<file path="src/rtl/sdram_rd_pkg.sv">
// Shared types, default parameters and configuration helpers for the HPS
// f2h_sdram0 burst reader.
package sdram_rd_pkg;

  typedef enum logic [1:0] {
    IDLE  = 2'd0,
    ISSUE = 2'd1,
    DRAIN = 2'd2,
    DONE  = 2'd3
  } state_e;

  localparam int unsigned SDRAM_DATA_W     = 64;
  localparam int unsigned SDRAM_ADDR_W     = 29;
  localparam int unsigned SDRAM_BURST_W    = 8;
  localparam int unsigned SDRAM_MAX_BURST  = 16;
  localparam int unsigned SDRAM_FIFO_DEPTH = 64;
  localparam int unsigned SDRAM_LEN_W      = 24;

  localparam int unsigned FIFO_CNT_W = $clog2(SDRAM_FIFO_DEPTH) + 1;

  function automatic int unsigned fifo_cnt_w(input int unsigned depth);
    return $clog2(depth) + 1;
  endfunction

  // A burst must always fit in an empty buffer, or the credit check deadlocks.
  function automatic bit burst_cfg_legal(input int unsigned max_burst,
                                         input int unsigned depth);
    return (max_burst >= 1) && (max_burst <= 128) && (max_burst <= depth) &&
           ((depth & (depth - 1)) == 0);
  endfunction

endpackage

</file>
<file path="src/rtl/sdram_rd_fifo.sv">
// First-word fall-through read-data buffer with occupancy count; head data
// reads as zero while the buffer is empty.
module sdram_rd_fifo
  import sdram_rd_pkg::*;
#(
  parameter int unsigned DATA_W     = SDRAM_DATA_W,
  parameter int unsigned FIFO_DEPTH = SDRAM_FIFO_DEPTH,
  parameter int unsigned CNT_W      = fifo_cnt_w(FIFO_DEPTH)
) (
  input  logic              clk,
  input  logic              rst_n,
  input  logic              push_i,
  input  logic [DATA_W-1:0] wdata_i,
  input  logic              pop_i,
  output logic [DATA_W-1:0] rdata_o,
  output logic              valid_o,
  output logic [CNT_W-1:0]  count_o
);

  localparam int unsigned PTR_W = $clog2(FIFO_DEPTH);

  logic [DATA_W-1:0] mem_q [FIFO_DEPTH];
  logic [PTR_W-1:0]  wr_ptr_q, rd_ptr_q;
  logic [CNT_W-1:0]  count_q, count_d;
  logic              do_push, do_pop;

  assign do_pop  = pop_i && (count_q != '0);
  assign do_push = push_i && ((count_q != CNT_W'(FIFO_DEPTH)) || do_pop);

  always_comb begin
    count_d = count_q;
    case ({do_push, do_pop})
      2'b10:   count_d = count_q + CNT_W'(1);
      2'b01:   count_d = count_q - CNT_W'(1);
      default: count_d = count_q;
    endcase
  end

  // NOTE: sequential state uses non-blocking assignments so every register
  // samples pre-edge values regardless of process evaluation order.
  always_ff @(posedge clk or negedge rst_n) begin
    if (!rst_n) begin
      wr_ptr_q <= '0;
      rd_ptr_q <= '0;
      count_q  <= '0;
    end else begin
      if (do_push) wr_ptr_q <= wr_ptr_q + PTR_W'(1);
      if (do_pop)  rd_ptr_q <= rd_ptr_q + PTR_W'(1);
      count_q <= count_d;
    end
  end

  // NOTE: storage is deliberately not reset; the pointers and count define
  // which entries are meaningful, so a reset here would only add fan-out.
  always_ff @(posedge clk) begin
    if (do_push) mem_q[wr_ptr_q] <= wdata_i;
  end

  assign valid_o = (count_q != '0);
  assign rdata_o = valid_o ? mem_q[rd_ptr_q] : '0;
  assign count_o = count_q;

endmodule

</file>
<file path="src/rtl/sdram_burst_reader.sv">
// Avalon-MM burst read master for HPS f2h_sdram0 replaying a contiguous block
// on an Avalon-ST source. Define SDRAM_RD_CHECKSUM_EN to add rd_checksum.
module sdram_burst_reader
  import sdram_rd_pkg::*;
#(
  parameter int unsigned DATA_W     = SDRAM_DATA_W,
  parameter int unsigned ADDR_W     = SDRAM_ADDR_W,
  parameter int unsigned BURST_W    = SDRAM_BURST_W,
  parameter int unsigned MAX_BURST  = SDRAM_MAX_BURST,
  parameter int unsigned FIFO_DEPTH = SDRAM_FIFO_DEPTH,
  parameter int unsigned LEN_W      = SDRAM_LEN_W
) (
  input  logic               clk_clk,
  input  logic               reset_reset_n,
  input  logic               cfg_start,
  input  logic [ADDR_W-1:0]  cfg_base_addr,
  input  logic [LEN_W-1:0]   cfg_len_words,
  output logic               busy,
  output logic               done,
  output logic [ADDR_W-1:0]  avm_address,
  output logic [BURST_W-1:0] avm_burstcount,
  output logic               avm_read,
  input  logic               avm_waitrequest,
  input  logic [DATA_W-1:0]  avm_readdata,
  input  logic               avm_readdatavalid,
  output logic [DATA_W-1:0]  st_data,
  output logic               st_valid,
  input  logic               st_ready,
  output logic               st_last
`ifdef SDRAM_RD_CHECKSUM_EN
  ,
  output logic [DATA_W-1:0]  rd_checksum
`endif
);

  localparam int unsigned CNT_W = fifo_cnt_w(FIFO_DEPTH);
  localparam int unsigned CRD_W = CNT_W + 1;

  if (!burst_cfg_legal(MAX_BURST, FIFO_DEPTH)) begin : g_bad_cfg
    $error("sdram_burst_reader: MAX_BURST/FIFO_DEPTH combination is illegal");
  end

  state_e             state_q, state_d;
  logic [ADDR_W-1:0]  addr_q, addr_d;
  logic [LEN_W-1:0]   req_left_q, req_left_d;
  logic [LEN_W-1:0]   pop_left_q, pop_left_d;
  logic [CNT_W-1:0]   outst_q, outst_d;
  logic               avm_read_q, avm_read_d;
  logic [ADDR_W-1:0]  avm_addr_q, avm_addr_d;
  logic [BURST_W-1:0] avm_burst_q, avm_burst_d;
  logic               err_spurious_q;

  logic [CNT_W-1:0]   fifo_count;
  logic               fifo_valid;
  logic [DATA_W-1:0]  fifo_data;
  logic               accept, push, pop, launch;
  logic [BURST_W-1:0] beats;
  logic [CRD_W-1:0]   used, free;

  assign accept = avm_read_q && !avm_waitrequest;
  assign push   = avm_readdatavalid && (outst_q != '0);
  assign pop    = fifo_valid && st_ready;
  assign beats  = (req_left_q > LEN_W'(MAX_BURST)) ? BURST_W'(MAX_BURST)
                                                   : BURST_W'(req_left_q);

  // Outstanding beats are reserved at launch, so a stalled command already
  // holds its buffer space; a same-cycle pop frees a slot before the check.
  assign used   = CRD_W'(fifo_count) + CRD_W'(outst_q) - CRD_W'(pop);
  assign free   = CRD_W'(FIFO_DEPTH) - used;
  assign launch = (state_q == ISSUE) && (req_left_q != '0) &&
                  (!avm_read_q || accept) && (free >= CRD_W'(beats));

  // NOTE: every always_comb output gets a default first so no path can
  // leave it unassigned and infer a latch.
  always_comb begin
    state_d     = state_q;
    addr_d      = addr_q;
    req_left_d  = req_left_q;
    pop_left_d  = pop_left_q - LEN_W'(pop);
    outst_d     = outst_q - CNT_W'(push);
    avm_read_d  = avm_read_q && !accept;
    avm_addr_d  = avm_addr_q;
    avm_burst_d = avm_burst_q;

    if (launch) begin
      avm_read_d  = 1'b1;
      avm_addr_d  = addr_q;
      avm_burst_d = beats;
      addr_d      = addr_q + ADDR_W'(beats);
      req_left_d  = req_left_q - LEN_W'(beats);
      outst_d     = outst_d + CNT_W'(beats);
    end

    case (state_q)
      IDLE: begin
        if (cfg_start) begin
          addr_d     = cfg_base_addr;
          req_left_d = cfg_len_words;
          pop_left_d = cfg_len_words;
          state_d    = (cfg_len_words == '0) ? DONE : ISSUE;
        end
      end
      ISSUE: begin
        if ((req_left_q == '0) && (!avm_read_q || accept)) state_d = DRAIN;
      end
      DRAIN: begin
        if (pop_left_q == '0) state_d = DONE;
      end
      DONE:    state_d = IDLE;
      default: state_d = IDLE;
    endcase
  end

  always_ff @(posedge clk_clk or negedge reset_reset_n) begin
    if (!reset_reset_n) begin
      state_q        <= IDLE;
      addr_q         <= '0;
      req_left_q     <= '0;
      pop_left_q     <= '0;
      outst_q        <= '0;
      avm_read_q     <= 1'b0;
      avm_addr_q     <= '0;
      avm_burst_q    <= '0;
      err_spurious_q <= 1'b0;
    end else begin
      state_q     <= state_d;
      addr_q      <= addr_d;
      req_left_q  <= req_left_d;
      pop_left_q  <= pop_left_d;
      outst_q     <= outst_d;
      avm_read_q  <= avm_read_d;
      avm_addr_q  <= avm_addr_d;
      avm_burst_q <= avm_burst_d;
      if (avm_readdatavalid && (outst_q == '0)) err_spurious_q <= 1'b1;
    end
  end

  sdram_rd_fifo #(
    .DATA_W     (DATA_W),
    .FIFO_DEPTH (FIFO_DEPTH),
    .CNT_W      (CNT_W)
  ) u_fifo (
    .clk     (clk_clk),
    .rst_n   (reset_reset_n),
    .push_i  (push),
    .wdata_i (avm_readdata),
    .pop_i   (pop),
    .rdata_o (fifo_data),
    .valid_o (fifo_valid),
    .count_o (fifo_count)
  );

`ifdef SDRAM_RD_CHECKSUM_EN
  logic [DATA_W-1:0] csum_q;

  always_ff @(posedge clk_clk or negedge reset_reset_n) begin
    if (!reset_reset_n) begin
      csum_q <= '0;
    end else if ((state_q == IDLE) && cfg_start) begin
      csum_q <= '0;
    end else if (pop) begin
      csum_q <= csum_q ^ fifo_data;
    end
  end

  assign rd_checksum = csum_q;
`endif

  assign busy           = (state_q == ISSUE) || (state_q == DRAIN);
  assign done           = (state_q == DONE);
  assign avm_read       = avm_read_q;
  assign avm_address    = avm_addr_q;
  assign avm_burstcount = avm_burst_q;
  assign st_valid       = fifo_valid;
  assign st_data        = fifo_data;
  assign st_last        = fifo_valid && (pop_left_q == LEN_W'(1));

endmodule

</file>
<file path="config.mk">
export PLATFORM = sky130hd
export DESIGN_NAME = sdram_burst_reader
export DESIGN_NICKNAME = d
export VERILOG_FILES = /design/src/rtl/sdram_rd_pkg.sv /design/src/rtl/sdram_rd_fifo.sv /design/src/rtl/sdram_burst_reader.sv
export SDC_FILE = /design/constraint.sdc
export NUM_CORES = 2
export LEC_CHECK = 0
export CAP_MARGIN = 30
export CORE_UTILIZATION = 30
export CTS_BUF_LIST = sky130_fd_sc_hd__clkbuf_4 sky130_fd_sc_hd__clkbuf_8 sky130_fd_sc_hd__clkbuf_16
export DETAILED_ROUTE_END_ITERATION = 16
export MAX_ROUTING_LAYER = met4
export PLACE_DENSITY_LB_ADDON = 0.12
export SLEW_MARGIN = 20
export SYNTH_ARGS = -nofsm -noshare
export SYNTH_HDL_FRONTEND = slang
export SYNTH_SLANG_ARGS = --single-unit
</file>
<file path="constraint.sdc">
create_clock -name clk_clk -period 10.7 [get_ports clk_clk]
set_clock_uncertainty 0.1 [all_clocks]
set_input_delay 2.14 -clock clk_clk [delete_from_list [all_inputs] [get_ports clk_clk]]
set_output_delay 2.14 -clock clk_clk [all_outputs]
set_load 0.005 [all_outputs]
</file>
==> flow_metrics.py <==
metrics = {
    "timing": {
        "rsz0062_at_grt": "false",
        "setup_viol": 0,
        "maxSlewViolCount": 0,
        "tightest_slew_ns": 1.11,
        "setup_tns_ns": 0,
        "hold_slack_ns": 0.378,
        "maxSlewHeadroom_pct": 26.2,
        "maxClockFrequency_mhz": 128,
        "fin_crit_sh_pct": 72.8,
        "min_period_ns": 7.79,
        "hold_viol": 0,
    },
    "place": {
        "placed_cells": 14200,
        "hpwl_mm": 277,
        "gp_congestion": 0.736,
        "io_buffers": 228,
    },
    "floorplan": {
        "io_pins": 229,
        "die_area_um2": 549000,
        "start_util_pct": 30.1,
        "die_w_um": 741,
        "die_height_um": 741,
        "rows": 271,
        "coreArea_um2": 544000,
    },
    "layout": {
        "nFillCells": 49900,
        "final_cells": 15100,
        "fin_nets": 7674,
        "drive_gt1_share_pct": 32.4,
        "area.growth.synth_to_final_pct": 17.9,
    },
    "yosys": {
        "synth-seq-cells": 4239,
        "yosysWarnings": 0,
        "muxShareOfSynthArea_pct": 18.6,
        "synthAdderAreaFrac_pct": 0.446,
        "avgSynthCellArea_um2": 24.0,
        "async_flop_share_pct": 3.37,
        "syn_area_um2": 164000,
        "yosys_most_used_dff": "edfxtp_1",
        "yosys.area_share.xor_xnor_pct": 0.326,
        "yosys.area_share.simple_pct": 1.63,
        "synth_cells": 6835,
        "synth_cell_types": 73,
        "ys_seq_area_share_pct": 77.3,
        "synth_edf_count": 4096,
        "synth_top_family_by_area": "multiplexers",
        "synth_compound_area_share_pct": 0.747,
    },
    "route": {
        "viasPerCell": 5.17,
        "wl_per_cell_um": 34.3,
        "vias": 78300,
        "detail-route-antenna-nets": 0,
        "drt_first_pass_iters": 5,
        "routed_wl_mm": 520,
        "post-route-drc-count": 0,
        "dr.first_iter.drc_count": 7588,
    },
    "critical_path": {
        "cp.arrival_ns": 5.55,
        "crit_type": "register to output pin",
        "worstSetupStartpointType": "register",
        "crit_required_ns": 8.46,
        "critical_path.max_fanout": 132,
        "critPathCaptureType": "output pin",
    },
    "run_status": {
        "status": "finished, final reports clean",
    },
    "cts": {
        "worstSkewPairLatency_ns": 1.04,
        "cts_made_buffers": 466,
        "cts_max_path_buffers": 4,
        "cts.clk_slew.worst_paths_ns": 0.06,
        "ctsResizeCount": 0,
        "cts_setup_buffers": 0,
        "cts_sinks": 4239,
        "root_buffer": "clkbuf_16",
        "cts_tree": "done",
        "hold_buffers": 0,
        "h-tree-depth": 5,
    },
    "power": {
        "power_density_nw_per_um2": 263,
        "ir_drop_uv": 226,
        "leakage_nw": 59.9,
        "p_total_mw": 50.9,
    },
    "min_path": {
        "hp-class": "register to register",
    },
    "global_route": {
        "gr-total-overflow": 0,
        "grt_max_degree": 133,
        "grt_pass1_vias": 81300,
        "grt_use_total_pct": 19.1,
        "antenna_found_initial": 50,
        "grt_pass1_wl_mm": 707,
    },
    "job": {
        "maxCapViolations": 0,
    },
}
==> critical path, stage by stage, from the launching register on <==
cell and delay, ns:
dfrtp_4 0.98, buf_4 0.42, buf_12 0.65, mux4_2 0.42, mux4_2 0.46, mux4_2 0.60, and2_1 0.21, clkdlybuf4s50_1 0.49
==> through the flow <==
stage | cell area (um2) | util [%] | worst slack, ns
after floorplan | 164000 | - | 4.40
after global placement | 176000 | 32.3 | 2.60
after detailed placement | 177000 | 32.6 | 2.64
after CTS | 192000 | 35.3 | 2.71
after global routing | 193000 | 35.5 | 2.67
final | 193000 | 35.5 | 2.91
==> worst paths after layout <==
path	depth (start not counted)	slack [ns]	startpoint	to
worst min-delay path	2	0.38	avm_address[21]	avm_address[21]
worst max register to register	23	4.35	u_fifo.count_o[0]	addr_q[24]
max in group asynchronous	3	8.19	reset_reset_n	pop_left_q[11]
worst max-delay path	7	2.91	u_fifo.rd_ptr_q[1]	st_data[24]
min in group asynchronous	1	1.05	reset_reset_n	addr_q[8]
worst min register to register	2	0.38	avm_address[21]	avm_address[21]
==> sequential cells by signal, indices dropped and copies added, names as in the netlist <==
name and flops:
u_fifo.mem_q 4096, addr_q 29, avm_address 29, pop_left_q 24, req_left_q 24, avm_burstcount 8
outst_q 7, u_fifo.count_o 7, u_fifo.rd_ptr_q 6, u_fifo.wr_ptr_q 6, state_q 2, avm_read 1
==> routing by layer <==
metal  track usage (%)  vias up  share of wire [%]
met3              2.56      576                5.0
li1                  -    30900                  -
met4              3.14        0                1.7
met2              31.4     2257                 50
met1              26.0    44600                 44
met5                 -        -                  0
==> power by group <==
part / internal, mW / switching (mW) / total, mW / leakage, nW
Combinational: 7.38 / 8.05 / 15.4 / 13.9
Clock: 9.16 / 6.68 / 15.8 / 7.48
Sequential: 19.0 / 0.545 / 19.6 / 38.5
==> cells by family after synthesis <==
family / count (synthesis)
compound gates: 188
other cells: 2
simple gates: 526
buf+inv: 407
xor+xnor: 61
flops: 4239
fa+ha+maj: 56
mux: 1356
==> Yosys cell counts (17+ instances only) <==
| cell | n | area share, % |
|---|---|---|
| mux4_2 | 1344 | 18 |
| clkbuf_1 | 217 | 0.50 |
| xnor2_1 | 44 | 0.24 |
| xor2_1 | 17 | 0.091 |
| nor4_1 | 19 | 0.073 |
| nand2_1 | 135 | 0.31 |
| nand3_1 | 33 | 0.10 |
| a21oi_1 | 46 | 0.14 |
| o31ai_1 | 23 | 0.11 |
| inv_1 | 51 | 0.12 |
| ha_1 | 48 | 0.37 |
| buf_2 | 73 | 0.22 |
| o21ai_0 | 30 | 0.092 |
| edfxtp_1 | 4096 | 75 |
| and2_1 | 73 | 0.28 |
| dfrtp_1 | 143 | 2.2 |
| or4_1 | 32 | 0.15 |
| a31oi_1 | 42 | 0.16 |
| or3_1 | 19 | 0.073 |
| buf_1 | 56 | 0.13 |
| nor2_1 | 143 | 0.33 |
==> placed cells by master, fill, tap and decap left out, types with 24 or more instances in the layout <==
cell type / instances
nor2_4: 64
buf_4: 223
dfrtp_1: 137
clkbuf_16: 474
nand3_1: 33
mux4_2: 1344
inv_1: 51
clkdlybuf4s50_1: 163
nor2_1: 78
bufinv_16: 32
a21oi_1: 46
buf_16: 36
edfxtp_1: 4096
o21ai_0: 30
buf_2: 43
nand2_1: 134
clkinv_1: 127
ha_1: 48
a31oi_1: 42
and2_1: 72
or4_1: 32
clkbuf_4: 113
diode_2: 24
buf_12: 73
xnor2_1: 44
clkinv_2: 68
==> final cells by class <==
cell class,instances,area (um2),share of cell area (%)
diodes,24,60.1,0.0311
clock buffers,589,12700,6.60
clock inverters,268,2300,1.19
inverters,51,191,0.0992
multi-input cells,2195,36100,18.7
flip-flops and latches,4239,127000,65.6
well taps,7234,9050,4.69
repair buffers,545,6060,3.14
Note: power is estimated with default switching activity, not from simulation.
==> variant: new RTL, same settings <==
Take the reset off `addr_q` and load it in a clocked block of its own.
--- a/src/rtl/sdram_burst_reader.sv
+++ b/src/rtl/sdram_burst_reader.sv
@@ -114,7 +114,6 @@
   always_ff @(posedge clk_clk or negedge reset_reset_n) begin
     if (!reset_reset_n) begin
       state_q        <= IDLE;
-      addr_q         <= '0;
       req_left_q     <= '0;
       pop_left_q     <= '0;
       outst_q        <= '0;
@@ -124,7 +123,6 @@
       err_spurious_q <= 1'b0;
     end else begin
       state_q     <= state_d;
-      addr_q      <= addr_d;
       req_left_q  <= req_left_d;
       pop_left_q  <= pop_left_d;
       outst_q     <= outst_d;
@@ -133,6 +131,10 @@
       avm_burst_q <= avm_burst_d;
       if (avm_readdatavalid && (outst_q == '0)) err_spurious_q <= 1'b1;
     end
+  end
+
+  always_ff @(posedge clk_clk) begin
+    addr_q <= addr_d;
   end
 
   sdram_rd_fifo #(
Check against the original RTL: not settled (the Yosys comparison gave no result); the edit may change what the design does.
==> variant against the original RTL <==
Area after synthesis down 0.20%. Total power down 0.55%. Setup slack worse by 0.11 ns. Design area down 0.38%. Critical path depth unchanged. Sequential cell count unchanged. Routed wire length about the same. Synthesized cell count up 0.19%.
==> variant: results (changes against the original RTL) <==
Global routing
  – Vias in the first global route: 81,030 (was 81,278)
  – Initial antenna violation count: 52 (was 50)
  – Total track usage: 0.1920 (was 0.1915)
  – Largest net degree at the start of global routing: 129 (was 133)
  – First-pass GRT wire length: 706,500 um (was 706,900 um)

Run status
  – Status: completed (unchanged)

Drt
  – Iteration-0 DRC Markers: 8,060 (was 7,588)
  – DR WL met2: 255,300 um (was 257,500 um)
  – Final wirelength: 519,800 um (about the same)
  – Post-Route M1 WL: 229,700 um (was 227,300 um)
  – Top Metal Used: met4 (unchanged)
  – Vias/cell: 5.184 (was 5.171)
  – Met3 wire len: 25,240 um (was 26,070 um)

Clocking
  – CTS H-tree lvls: 5 (unchanged)
  – Reg clk slew, reported paths: 0.06 ns (about the same)
  – Inserted Clock Buffers: 466 (unchanged)
  – Post-CTS Setup Inserts: 0 (unchanged)
  – CTS Buffer Depth: 4 (unchanged)
  – Root Buffer: clkbuf_16 (unchanged)
  – Post_cts resized: 0 (unchanged)
  – Clock Latency Late Sink: approximately 1.1 ns

Placed design
  – Pre-CTS WS: 2.916 ns (was 2.640 ns)
  – GPL Wtd Cong: 0.7440 (was 0.7358)
  – Placed wire-length estimate: 275,000 um (was 277,400 um)

Finish
  – Number of flip-flops in the largest register: 4,096 (unchanged)
  – Ratio of cells with drive above 1 in the final layout: 0.3222 (was 0.3240)
  – Biggest register: u_fifo.mem_q (unchanged)
  – Nets: 7,682 (was 7,674)

Setup path
  – CP max-delay cell: dfrtp_4 (unchanged)
  – Largest stage delay, worst path: approximately 0.99 ns
  – Critical Path AT: 5.66 ns (was 5.55 ns)
  – Crit Path Max Fanout: 118 (was 132)

Timing
  – Slew headroom: 0.2264 (was 0.2615)
  – Final setup viols: 0 (unchanged)

Power
  – Maximum vdd drop: 0.2038 mV (was 0.2256 mV)
  – Pleak: 0.05950 uW (was 0.05987 uW)

Logic synthesis
  – Synth top cells by count: edfxtp_1 (4,096), mux4_2 (1,344), clkbuf_1 (247) (was edfxtp_1 (4,096), mux4_2 (1,344), clkbuf_1 (217))
  – Unique masters post-synth: 65 (was 73)
  – Synth top area cells: edfxtp_1 (75%), mux4_2 (19%), dfrtp_1 (1.7%), clkbuf_1 (0.57%), ha_1 (0.37%) (was edfxtp_1 (75%), mux4_2 (18%), dfrtp_1 (2.2%), clkbuf_1 (0.50%), ha_1 (0.37%))
  – Ys async rst share: 0.02689 (was 0.03373)
  – Sequential fraction of the synthesis area: 0.7734 (was 0.7727)
  – Post-synth EDFFs: 4,096 (unchanged)

Worst hold path
  – Hold WC Path Type: flop to flop (unchanged)
[variant: worst reg2reg max path, delay by kind of cell (launching register included)]
kind	cells	cell delay (ns)
flip-flops	1	0.40
adder cells (fa/ha/maj)	4	1.43
XOR/XNOR	1	0.09
AO/OA/AOI/OAI	6	1.11
AND/OR/NAND/NOR	10	3.24
[variant: power breakdown]
| part | internal [uW] | total (uW) | switching [uW] |
|---|---|---|---|
| registers | 19000 | 19600 | 574 |
| clock network | 8970 | 15700 | 6700 |
| logic | 7280 | 15300 | 8020 |
| total | 35300 | 50600 | 15300 |
[variant: through the flow]
stage | cell area [sq um] | hold WS (ns) | cells | util | power, uW
floorplan | 163500 | 0.3208 | 6854 | - | 29190
global placement | 175900 | 0.3436 | 14178 | 0.3249 | 35620
detailed placement | 176700 | 0.3517 | 14215 | 0.3264 | 35700
CTS | 191600 | 0.3552 | 15061 | 0.3538 | 51490
global route | 192300 | 0.3877 | 15105 | 0.3551 | 52650
finish | 192300 | 0.3617 | 15108 | 0.3552 | 50580
[variant: logic make-up (layout without fill, tap and decap cells)]
| kind of cell | count (synthesis) | count (layout) | share of synthesized area |
|---|---|---|---|
| flip-flops | 4239 | 4239 | 0.7734 |
| multiplexers | 1353 | 1353 | 0.1857 |
| AND/OR/NAND/NOR | 544 | 544 | 0.01646 |
| buffers and inverters | 402 | 1432 | 0.009437 |
| AO/OA/AOI/OAI | 185 | 185 | 0.006911 |
| XOR/XNOR | 69 | 69 | 0.003697 |
| adder cells (fa/ha/maj) | 54 | 54 | 0.004347 |
| other | 2 | 24 | 0.00004594 |
[variant: path summary, 6_finish.rpt]
kind / startpoint / endpoint / slack [ns] / cells past startpoint
max in group asynchronous: reset_reset_n / u_fifo.rd_ptr_q[2] / 8.23 / 3
min in group asynchronous: reset_reset_n / state_q[0] / 1.03 / 1
setup reg to reg: u_fifo.count_o[3] / req_left_q[22] / 4.30 / 21
setup / recovery: u_fifo.rd_ptr_q[1] / st_data[46] / 2.80 / 7
hold / removal: addr_q[28] / avm_address[28] / 0.36 / 2
hold reg to reg: addr_q[28] / avm_address[28] / 0.36 / 2
[variant: final cells by class]
class	count	area (sq um)
multi-input combinational	2213	36050
inverter	47	176.4
antenna	16	40.04
fill	49559	349200
clock inverter	277	2316
sequential	4239	126500
timing repair buffer	539	5727
clock buffer	569	12550
tap	7208	9019
[variant: routing by layer]
metal | GRT usage | vias to the layer above
li1 | - | 30824
met1 | 0.2631 | 44548
met2 | 0.3115 | 2292
met3 | 0.02343 | 660
met4 | 0.03609 | 0
met5 | - | -
